File: src/rtl/regfile_wr_arbiter.sv
// Round-robin arbiter sharing the register-file write port among NREQ writeback
// sources, with a post-reset clear sequence. Optional stats: define REGARB_STATS_EN.
module regfile_wr_arbiter #(
  parameter int NREQ = 3,
  parameter int AW   = 5,
  parameter int DW   = 32
) (
  input  logic              clk,
  input  logic              reset,
  input  logic [NREQ-1:0]   req_valid,
  input  logic [NREQ*AW-1:0] req_addr,
  input  logic [NREQ*DW-1:0] req_data,
  output logic [NREQ-1:0]   req_ready,
  input  logic              hold,
  output logic              we3,
  output logic [AW-1:0]     wa3,
  output logic [DW-1:0]     wd3,
  output logic              busy,
  output logic [15:0]       conflict_cnt
);

  localparam int PW = (NREQ > 1) ? $clog2(NREQ) : 1;

  typedef enum logic {CLEAR, RUN} state_t;

  state_t          state_q, state_d;
  logic [AW-1:0]   clr_cnt;
  logic [PW-1:0]   ptr;
  logic [PW-1:0]   win;
  logic [PW-1:0]   idx;
  logic [NREQ-1:0] grant;
  logic            accept;
  int              cand;

  // Grant search: first valid requester at or above ptr, wrapping modulo NREQ.
  always_comb begin
    grant  = '0;
    win    = '0;
    accept = 1'b0;
    cand   = 0;
    idx    = '0;
    if (state_q == RUN && !hold) begin
      for (int k = 0; k < NREQ; k++) begin
        cand = int'(ptr) + k;
        if (cand >= NREQ) cand = cand - NREQ;
        idx = PW'(cand);
        if (!accept && req_valid[idx]) begin
          accept     = 1'b1;
          win        = idx;
          grant[idx] = 1'b1;
        end
      end
    end
  end

  assign req_ready = grant;
  assign busy      = (state_q == CLEAR);

  always_comb begin
    state_d = state_q;
    if (state_q == CLEAR && clr_cnt == '1) state_d = RUN;
  end

  // NOTE: sequential state uses non-blocking assignments so every register
  // samples pre-edge values regardless of statement order.
  always_ff @(posedge clk or posedge reset) begin
    if (reset) state_q <= CLEAR;
    else       state_q <= state_d;
  end

  always_ff @(posedge clk or posedge reset) begin
    if (reset) begin
      clr_cnt <= '0;
      ptr     <= '0;
      we3     <= 1'b0;
      wa3     <= '0;
      wd3     <= '0;
    end else if (state_q == CLEAR) begin
      we3     <= 1'b1;
      wa3     <= clr_cnt;
      wd3     <= '0;
      clr_cnt <= clr_cnt + AW'(1);
    end else if (accept) begin
      ptr <= (win == PW'(NREQ - 1)) ? '0 : win + PW'(1);
      wa3 <= req_addr[int'(win)*AW +: AW];
      wd3 <= req_data[int'(win)*DW +: DW];
      // Register 0 is hardwired; the write is consumed but never issued.
      we3 <= (req_addr[int'(win)*AW +: AW] != '0);
    end else begin
      we3 <= 1'b0;
    end
  end

`ifdef REGARB_STATS_EN
  logic [15:0] conflict_q;
  logic        multi;

  // More than one bit set: clearing the lowest set bit leaves something.
  assign multi = |(req_valid & (req_valid - NREQ'(1)));

  always_ff @(posedge clk or posedge reset) begin
    if (reset)
      conflict_q <= '0;
    else if (state_q == RUN && multi && conflict_q != 16'hFFFF)
      conflict_q <= conflict_q + 16'd1;
  end

  assign conflict_cnt = conflict_q;
`else
  assign conflict_cnt = 16'h0000;
`endif

endmodule

File: config.mk
export PLATFORM = sky130hd
export DESIGN_NAME = regfile_wr_arbiter
export DESIGN_NICKNAME = d
export VERILOG_FILES = /design/src/rtl/regfile_wr_arbiter.sv
export SDC_FILE = /design/constraint.sdc
export NUM_CORES = 1
export LEC_CHECK = 0
export ABC_AREA = 1
export CAP_MARGIN = 20
export CORE_MARGIN = 2
export CORE_UTILIZATION = 39
export CTS_BUF_LIST = sky130_fd_sc_hd__clkbuf_16
export DETAILED_ROUTE_END_ITERATION = 8
export PLACE_DENSITY = 0.82
export SLEW_MARGIN = 5
export SYNTH_ARGS = -nofsm -noshare
export SYNTH_HDL_FRONTEND = slang
export SYNTH_SLANG_ARGS = --single-unit
File: constraint.sdc
create_clock -name clk -period 2.5 [get_ports clk]
set_input_delay 0.375 -clock clk [delete_from_list [all_inputs] [get_ports clk]]
set_output_delay 0.375 -clock clk [all_outputs]
set_load 0.02 [all_outputs]
* Word level (Yosys, flattened, before mapping) *
Cells that the tools add are included.
Widths: inputs -> output; s select.

operators by class
  $add $sub $neg = 7
  $mul = 1
  order comparisons = 9
  eq/ne operators = 3
  shift-type cells = 2
  muxes and demuxes = 41
  bitwise operators = 3
  reduce and logical (&&, ||, !) cells = 12

operators with widths
  operator             count
  $shiftx 96x8->32     1
  $mux 32              2
  $mux 2               11
  $mux 3               6
  $shiftx 15x6->5      1
  $mux 1               14
  $mux 5               2
  $lt 2x3->1 const B   3
  $logic_and 1x1->1    7
  $bmux 1 s2           3
  $demux 1 s2          3
  $ge 2x1->1 const B   3
  $ge 3x2->1 const B   2
  $or 3x3->3           2
  $sub 2x2->2 const B  3
  $add 5x1->5 const B  1
  $eq 5x5->1 const B   1
  $mul 2x3->5 const B  1
  $reduce_bool 5->1    1
  $add 2x1->3 const B  1
  $add 2x2->3 const B  1
  $logic_not 1->1      3
  $add 2x1->2 const B  1
  $eq 2x2->1 const B   1
  other kinds (4)      4

storage, ports and cells
  bits in registers = 46
  bits of input ports = 117
  output and inout port bits = 58
  logic and storage cells = 84

* Logic depth before layout (Yosys ltp) *
Gate-level depths: netlist of run 1.

  depth in word-level cells = 20
  depth in mapped cells = 19

* Worst setup path before layout of run 1 *
OpenSTA, ideal clock, no wires.

  path type = reg2out
  from = register ptr[0]
  to = output req_ready[1]
  arrival = 1.709 ns
  data required time = 2.125 ns
  slack = 0.416 ns
  cell stages (with the launch flop) = 12
  buffers on the path = 1
  cells stage by stage = dfrtp_1 > inv_1 > ha_1 > buf_4 > inv_2 > nand2_1 > nand3_1 > nand2_1 > nand2_2 > nor2_2 > nand2_2 > a31oi_1

on the way
  longest elaborated chain between the ends = 15

ends and longest elaborated chain
  item                                                  line  RTL
  start: declaration                                    28    logic [PW-1:0] ptr;
  start signal: assignment                              84    ptr <= (win == PW'(NREQ - 1)) ? '0 : win + PW'(1);
  branches (longest 13 deep; another with $add 2x1->3)  n/a
  $mux 3 (*)                                            47    if (!accept && req_valid[idx]) begin
  $mux 3 (*)                                            42    if (state_q == RUN && !hold) begin
  end: declaration                                      13    output logic [NREQ-1:0] req_ready,

Mark *: on every way between the ends. The select of a mux whose other input is x is not followed.

* Final worst setup path of run 1 *
  from = register ptr[1]
  to = output req_ready[1]

Same word-level chain as after synthesis.

==> results of run 1 <==
-- worst paths after layout --
path                                          start             endpoint  slack, ns  depth (start not counted)
worst max-delay path             ptr[1]$_DFFE_PP0P_         req_ready[1]       0.12                         10
worst min-delay path                          reset  wd3[27]$_DFFE_PP0P_       0.45                          2
worst max register to register   ptr[1]$_DFFE_PP0P_        we3$_DFF_PP0_       0.16                         17
worst min register to register  wd3[18]$_DFFE_PP0P_  wd3[18]$_DFFE_PP0P_       0.49                          2
max in group asynchronous                     reset   ptr[0]$_DFFE_PP0P_       1.53                          3
min in group clk                wd3[18]$_DFFE_PP0P_  wd3[18]$_DFFE_PP0P_       0.49                          2
-- cell families after synthesis --
kind of cell,after synthesis,synth area share
AO/OA/AOI/OAI,85,0.180
XOR/XNOR,3,0.00857
adder cells (fa/ha/maj),6,0.0245
buffers and inverters,67,0.126
flip-flops,46,0.375
other,1,0.00122
AND/OR/NAND/NOR,195,0.284
-- final cells by class --
class	count	area, um2
inverter	32	128
fill	650	2740
clock buffer	5	125
tap	102	128
sequential	46	1150
timing repair buffer	178	1760
multi-input combinational	305	1620
clock inverter	3	37.5
-- per-layer routing --
metal | up-vias | part of all wire | track usage
met2 | 141 | 0.50 | 0.416
met1 | 1567 | 0.41 | 0.289
met5 | - | 0 | 0
met3 | 19 | 0.072 | 0.0407
li1 | 1607 | - | -
met4 | 0 | 0.017 | 0.0650
-- cell usage after synthesis --
cell	number
or2_2	1
inv_2	7
dfrtp_1	46
nand4_2	1
nor2_2	2
inv_1	24
conb_1	1
a31oi_1	3
a22oi_1	1
nor2_4	2
o21ai_2	1
o211ai_2	10
o21ai_1	10
buf_2	8
xor2_1	2
ha_1	6
inv_4	1
o21ai_0	27
clkbuf_2	1
a21oi_1	16
nand2_4	4
nand4_1	1
clkbuf_1	1
nand2_1	115
nor2_1	33
buf_6	4
buf_12	1
o211ai_1	17
nand2_2	14
nand3_1	19
buf_4	20
xnor2_1	1
nand3_2	2
nand3b_1	1
-- where the power goes --
part | internal (mW) | total, mW | switching (mW)
Combinational | 1.63 | 3.79 | 2.16
Clock | 0.464 | 0.727 | 0.263
Sequential | 1.08 | 1.27 | 0.186
Total | 3.18 | 5.79 | 2.61
-- worst max-delay path: stages, from the launching register on --
cell and delay (ns):
dfrtp_1 0.45, ha_4 0.36, inv_2 0.07, nand2_1 0.07
nand3_1 0.08, nand2_2 0.11, nand2_2 0.06, nor2_2 0.11
nand2_2 0.08, a31oi_2 0.15, buf_4 0.17
-- through the flow --
step / setup slack, ns / util
2_1_floorplan: 0.416 / -
3_3_place_gp: -0.0611 / 0.619
3_5_place_dp: -0.213 / 0.619
4_1_cts: 0.0185 / 0.642
5_1_grt: 0.0303 / 0.644
6_report: 0.123 / 0.644
-- state kept, by name (all words and copies together) (netlist names) --
register and count:
clr_cnt 5, ptr 2, state_q 1, wa3 5
wd3 32, we3 1
==> summary.txt, run 1 <==
Max_slew headroom - 0.663
Initial antenna violation count - 0
PwrDens - 1170 nW/um2
Layout Cells excl Fill - 671
Width of the die - 92.7 um
Final Routed Wirelength - 10200 um
Post-CTS Hold Fix Bufs - 0
Peak VDD IR - 0.552 mV
Sequential fraction of the synthesis area - 0.375
Die height - 92.7 um
Most frequent cells in the layout - 155 x clkdlybuf4s50_1, 114 x nand2_1, 46 x dfrtp_1, 33 x nor2_1, 27 x o21ai_0
Pre-antenna DRT Iters - 4
HP Class - in -> async
FMAX - 0.421 GHz
Vias in the first global route - 3440
Starting Density - 0.399
I/O pin count - 175
Status - finished, final reports clean
Clock transition at path regs - 0.06 ns
Post-Place Cells - 663
Setup TNS - 0 ns
Initial DRC count - 142
H-tree depth - 2
Final min period - 2.38 ns
Placed cell areas - 4760 um2
CP max FO - 8
Port Buffers - 158
Share of cells above drive strength 1 - 0.142
CORE AREA - 7690 um2
Setup CP Type - reg -> out
Post-Synthesis Cells - 403
Post-synthesis instance area - 3070 um2
Period Utilization, post-route - 0.951
# diodes - 0
CP Capture Type - output pin
Largest net degree at the start of global routing - 26
TritonCTS Sinks - 46
Nets - 691
Die area - 8590 um2
Setup Skew - 0.00344 ns
YS warnings - 0
Total grt overflow - 0
Final instance area - 4950 um2
Global-route wire length before repair - 16100 um
Routed Antenna Nets - 0
Vias post-DR - 3334
Area grow syn2layout - 61.5%
Rows - 32
Final setup fails - 0
Slew Viols, Final - 0
Yosys top cell area share - 0.375
Most area-consuming cells after synthesis - dfrtp_1 38%, nand2_1 14%, buf_4 4.9%, o21ai_0 4.4%, o211ai_1 4.2%
Post-synthesis cell type count - 34
WL/cell - 15.1 um
Yosys top cell by area - dfrtp_1
Number of vias per cell - 4.97
GP Congestion - 0.910
CTS tree - yes
Worst-skew pair later-pin latency - 0.28 ns
Unrepaired setup endpoints after global routing - false
Data required time of the worst path - 2.12 ns
Max cap viols - 0
Number of remaining DRC errors - 0
Hpwl dp - 7870 um
Syn Area/Cell - 7.61 um2
Resize count post-CTS - 13
Worst slew pin tran - 0.505 ns
TritonCTS Buffers - 5
All-Layer GR Usage - 0.233
Number of synthesized register bits - 46
Root Driver - clkbuf_16
Critical Path Start Type - flop
Postcts setup bufs - 0
WP data arrival - 2.00 ns
Total Power - 5.79 mW
Commonest non-fill, non-tap cell in the layout - clkdlybuf4s50_1
Final hold vios - 0
Hold_ws - 0.455 ns
Bufs on Longest Clock Path - 2
P_leak - 2.22 nW
Power figures use the tool's default switching activity.
==> run 2: changes to the inputs <==
Settings changed: CELL_PAD_IN_SITES_DETAIL_PLACEMENT set to 0, CELL_PAD_IN_SITES_GLOBAL_PLACEMENT set to 1, CORE_UTILIZATION 39 to 26, PLACE_DENSITY 0.82 to 0.8.
==> summary.txt, run 2 (synthesis gave the netlist of run 1 again) <==
Worst path top cell family by delay - buffers and inverters
Max_slew headroom - 0.629 (-0.0337)
TritonCTS Buffers - 5 (unchanged)
H-tree depth - 2 (unchanged)
Seq pwr share - 0.220 (about the same)
Setup Skew - 0.00459 ns (+0.00114 ns)
Die area - 12700 um2 (+48%)
Final Routed Wirelength - 10500 um (+3.0%)
Total grt overflow - 0 (unchanged)
Clock transition at path regs - 0.06 ns (about the same)
Die height - 113 um (+22%)
CP Capture Type - output pin
Share of cells above drive strength 1 - 0.140 (-0.00200)
Starting Density - 0.267 (-0.131)
Sw Share - 0.451 (about the same)
Critical Path Start Type - flop
Number of vias per cell - 4.57 (-8.0%)
Setup CP Type - reg -> out
Max cap viols - 0 (unchanged)
Most frequent cells in the layout - 155 x clkdlybuf4s50_1, 115 x nand2_1, 46 x dfrtp_1, 32 x nor2_1, 27 x o21ai_0
Global-route wire length before repair - 16900 um (+5.4%)
Hpwl dp - 7760 um (-1.4%)
Layout Cells excl Fill - 713 (+6.3%)
Pint - 3.15 mW (-0.95%)
R2R depth - 16 (-1)
P_leak - 2.22 nW (-0.21%)
Final min period - 2.40 ns (+0.0245 ns)
Area taken by multi-input logic gates - 1630 um2 (+0.39%)
# diodes - 0 (unchanged)
CP Capture Point - req_ready[1]
FMAX - 0.416 GHz (-1.0%)
Fill count - 1168 (+80%)
Flop2flop setup slack - 0.18 ns (+0.02 ns)
Worst slew pin tran - 0.555 ns (+0.0500 ns)
Buf+Inv Stages, Crit Path - 4 (+2)
Crit path launch - ptr[0]$_DFFE_PP0P_
Setup WS post-layout - 0.0989 ns (-0.0245 ns)
Root Driver - clkbuf_16
CP max stage cell - dfrtp_1
HP Class - in -> async
Largest net degree at the start of global routing - 47 (+81%)
Final core occ - 0.437 (-0.208)
Routed Antenna Nets - 0 (unchanged)
Largest regs - wd3: 32 flops, clr_cnt: 5 flops, wa3: 5 flops
Setup TNS - 0 ns (unchanged)
Max reg flops - 32 (unchanged)
RR Startpoint - ptr[0]$_DFFE_PP0P_
Period Utilization, post-route - 0.960 (+0.00982)
I/O pin count - 175 (unchanged)
PwrDens - 1140 nW/um2 (-2.1%)
CORE AREA - 11500 um2 (+49%)
Hold_ws - 0.456 ns (+0.00132 ns)
Status - finished, final reports clean
Initial antenna violation count - 0 (unchanged)
Number of remaining DRC errors - 0 (unchanged)
Final hold vios - 0 (unchanged)
WL/cell - 14.7 um (-3.1%)
Area grow syn2layout - 63.3%
Initial DRC count - 158 (+11%)
Critical path, cell by cell - inv_1, buf_4, ha_1, nor2_1, nand2_1, nand2_1, inv_1, nor2_2, nand2_2, a31oi_1, buf_2
Post-Place Cells - 704 (+6.2%)
Peak VDD IR - 0.467 mV (-15%)
GP Congestion - 0.828 (-9.0%)
WP data arrival - 2.03 ns (+0.03 ns)
Commonest non-fill, non-tap cell in the layout - clkdlybuf4s50_1
CTS tree - yes
Vias in the first global route - 3367 (-2.1%)
Final instance area - 5010 um2 (+1.1%)
Largest stage delay on the critical path - 0.36 ns (-0.09 ns)
Rows - 39 (+22%)
Nets - 692 (+0.14%)
R2R Path End - wd3[22]$_DFFE_PP0P_
Comb pwr share - 0.649 (-0.006)
Bufs on Longest Clock Path - 2 (unchanged)
Postcts setup bufs - 0 (unchanged)
Post-Place Setup Slack - -0.118 ns (+0.0953 ns)
All-Layer GR Usage - 0.163 (-0.0700)
CP max FO - 4 (-4)
Unrepaired setup endpoints after global routing - false
CP Depth - 11 (+1)
Worst-skew pair later-pin latency - 0.28 ns (about the same)
TritonCTS Sinks - 46 (unchanged)
Vias post-DR - 3258 (-2.3%)
Port Buffers - 158 (unchanged)
Pre-antenna DRT Iters - 7 (+3)
Total Power - 5.73 mW (-0.98%)
Slew Viols, Final - 0 (unchanged)
Biggest register - wd3
Post-CTS Hold Fix Bufs - 0 (unchanged)
Register Area - 1150 um2 (unchanged)
Placed cell areas - 4800 um2 (+0.92%)
Clock network power share - 0.130 (+0.004)
Width of the die - 113 um (+22%)
NetSw - 2.58 mW (-1.0%)
Data required time of the worst path - 2.12 ns (about the same)
Final setup fails - 0 (unchanged)
run 2: worst min path at each step:
stage                        endpoint              startpoint  slack (ns)
2_1_floorplan  clr_cnt[4]$_DFFE_PP0N_  clr_cnt[4]$_DFFE_PP0N_        0.47
3_5_place_dp       wd3[9]$_DFFE_PP0P_      wd3[9]$_DFFE_PP0P_        0.48
5_1_grt            wd3[2]$_DFFE_PP0P_                   reset        0.48
4_1_cts            wd3[2]$_DFFE_PP0P_                   reset        0.47
3_3_place_gp       wd3[4]$_DFFE_PP0P_      wd3[4]$_DFFE_PP0P_        0.47
6_report           wd3[2]$_DFFE_PP0P_                   reset        0.46
run 2: cell type report:
cell class	instances	share of cell area
well taps	143	0.0357
clock inverters	3	0.00825
repair buffers	178	0.350
multi-input cells	306	0.325
flip-flops and latches	46	0.230
inverters	32	0.0255
clock buffers	5	0.0250
run 2: power by group through the flow:
| stage | clock network (mW) | registers [mW] | logic (mW) |
|---|---|---|---|
| after global routing | 0.797 | 1.30 | 4.11 |
| after global placement | 0 | 1.26 | 3.62 |
| after floorplan | 0 | 1.63 | 1.93 |
| after detailed placement | 0 | 1.27 | 3.68 |
| final | 0.748 | 1.26 | 3.72 |
| after CTS | 0.769 | 1.26 | 3.73 |
run 2: routing by layer:
layer	vias up	routed length, um	track usage
met2	118	5330	0.301
met3	4	747	0.0383
met5	-	0	0
li1	1613	-	-
met1	1523	4330	0.198
met4	0	49	0.0187
run 2: repair_timing:
action                                  in CTS  in global routing
endpoints found under the setup margin      29                 39
pin swaps                                    1                  0
gates cloned                                 1                  0
gates resized for setup                     13                  9
run 2: worst reg2reg max path, delay by kind of cell (launching register included):
family	cells	cell delay (ns)
compound gates	1	0.10
simple gates	8	0.73
flops	1	0.36
buf+inv	6	0.78
fa+ha+maj	1	0.26
==> run 3: changes to the inputs <==
Settings changed: ABC_CLOCK_PERIOD_IN_PS set to 2500, CORE_ASPECT_RATIO set to 0.9.
==> summary.txt, run 3 (synthesis gave the netlist of run 1 again) <==
Critical Path Start Type - flop
Bufs on Longest Clock Path - 2 (unchanged)
Initial DRC count - 91 (-42%)
Starting Density - 0.267 (-0.000321)
Setup TNS - 0 ns (unchanged)
Final hold vios - 0 (unchanged)
CP max FO - 7 (+3)
Die area - 12700 um2 (about the same)
Port Buffers - 158 (unchanged)
GP Congestion - 0.852 (+2.9%)
Final instance area - 5030 um2 (+0.40%)
TritonCTS Sinks - 46 (unchanged)
# diodes - 0 (unchanged)
Pre-antenna DRT Iters - 4 (-3)
Vias in the first global route - 3337 (-0.89%)
P_leak - 2.21 nW (-0.28%)
Total grt overflow - 0 (unchanged)
H-tree depth - 2 (unchanged)
Die height - 107 um (-5.0%)
I/O pin count - 175 (unchanged)
GR Layer Usage met2 - 0.287 (-0.0149)
Root Driver - clkbuf_16
Data required time of the worst path - 2.12 ns (about the same)
PwrDens - 1140 nW/um2 (-0.13%)
Slew Viols, Final - 0 (unchanged)
Area taken by multi-input logic gates - 1640 um2 (+0.85%)
Status - finished, final reports clean
Number of vias per cell - 4.58 (+0.15%)
Max cap viols - 0 (unchanged)
Area grow syn2layout - 63.9%
Final setup fails - 0 (unchanged)
Rows - 37 (-5.1%)
Final core occ - 0.438 (+0.00122)
Register Area - 1150 um2 (+0.11%)
Share of cells above drive strength 1 - 0.145 (+0.00501)
Number of remaining DRC errors - 0 (unchanged)
Fill count - 1178 (+0.86%)
Post-Place Cells - 716 (+1.7%)
GR Layer Usage met3 - 0.0372 (-0.00110)
Vias post-DR - 3327 (+2.1%)
Max_slew headroom - 0.627 (-0.00142)
Final min period - 2.40 ns (-0.00575 ns)
Peak VDD IR - 0.363 mV (-22%)
CP Capture Type - output pin
Most frequent cells in the layout - 155 x clkdlybuf4s50_1, 114 x nand2_1, 45 x dfrtp_1, 32 x nor2_1, 27 x o21ai_0
Largest regs - wd3: 32 flops, clr_cnt: 5 flops, wa3: 5 flops
FMAX - 0.417 GHz (+0.24%)
Setup CP Type - reg -> out
Nets - 693 (+0.14%)
Post-Place Setup Slack - -0.114 ns (+0.00360 ns)
Period Utilization, post-route - 0.958 (-0.00230)
Hpwl dp - 7890 um (+1.7%)
Biggest register - wd3
Largest net degree at the start of global routing - 27 (-43%)
CTS tree - yes
Initial antenna violation count - 0 (unchanged)
Max reg flops - 32 (unchanged)
Grt peak-use layer - met2
WP data arrival - 2.02 ns (about the same)
TritonCTS Buffers - 5 (unchanged)
HP Class - in -> async
Met1 Usage GRT - 0.217 (+0.0192)
Worst slew pin tran - 0.558 ns (+0.00264 ns)
Clock transition at path regs - 0.07 ns (about the same)
Setup WS post-layout - 0.105 ns (+0.00575 ns)
WL/cell - 14.9 um (+1.3%)
Layout Cells excl Fill - 727 (+2.0%)
Final Routed Wirelength - 10800 um (+3.2%)
Global-route wire length before repair - 16900 um (about the same)
CORE AREA - 11500 um2 (+0.12%)
Worst-skew pair later-pin latency - 0.28 ns (about the same)
Setup Skew - 0.00663 ns (+0.00205 ns)
Placed cell areas - 4820 um2 (+0.44%)
All-Layer GR Usage - 0.164 (+0.00140)
Routed Antenna Nets - 0 (unchanged)
Commonest non-fill, non-tap cell in the layout - clkdlybuf4s50_1
Width of the die - 118 um (+5.2%)
[run 3: where the power goes]
part           internal [mW]  total [mW]  switching [mW]
Combinational           1.65        3.84            2.19
Sequential              1.08        1.27           0.190
Clock                  0.362       0.636           0.274
Total                   3.10        5.75            2.65
[run 3: path summary, 6_finish.rpt]
check | from | to | slack [ns] | cells after the start
setup / recovery | ptr[1]$_DFFE_PP0P_ | req_ready[2] | 0.10 | 8
hold / removal | reset | wd3[7]$_DFFE_PP0P_ | 0.47 | 2
setup reg to reg | ptr[1]$_DFFE_PP0P_ | wd3[13]$_DFFE_PP0P_ | 0.22 | 13
hold reg to reg | wd3[18]$_DFFE_PP0P_ | wd3[18]$_DFFE_PP0P_ | 0.49 | 2
max in group asynchronous | reset | ptr[1]$_DFFE_PP0P_ | 1.50 | 3
min in group clk | wd3[18]$_DFFE_PP0P_ | wd3[18]$_DFFE_PP0P_ | 0.49 | 2
[run 3: layout make-up]
| type | instances | area share |
|---|---|---|
| sequential | 46 | 0.229 |
| timing repair buffer | 178 | 0.350 |
| timing repair inverter | 1 | 0.00174 |
| clock buffer | 5 | 0.0249 |
| tap | 156 | 0.0388 |
| multi-input combinational | 306 | 0.327 |
| inverter | 32 | 0.0264 |
| clock inverter | 3 | 0.00249 |
[run 3: per-stage QoR]
stage / hold WS, ns / total power [mW]
floorplan: 0.469 / 3.56
finish: 0.470 / 5.75
CTS: 0.485 / 5.70
global route: 0.514 / 6.21
detailed placement: 0.479 / 4.98
global placement: 0.473 / 4.94
[run 3: critical path: stages (launching register included)]
cell and delay [ns]:
dfrtp_2 0.45, ha_4 0.32, inv_2 0.07, nand2_1 0.07
nand3_1 0.08, nand2_2 0.11, nand4_2 0.12, a21oi_1 0.16
dlygate4sd2_1 0.37
[run 3: what timing repair did]
item / CTS / global route
gates resized for setup: 12 / 12
gates cloned: 1 / 1
buffers inserted: 0 / 1
hold buffers: 0 / 0
setup endpoints to repair: 28 / 41
pin swaps: 1 / 1
[run 3: layer usage]
metal,vias up,wire [um]
li1,1621,-
met2,133,5140
met1,1569,4910
met3,4,728
met4,0,20
met5,-,0
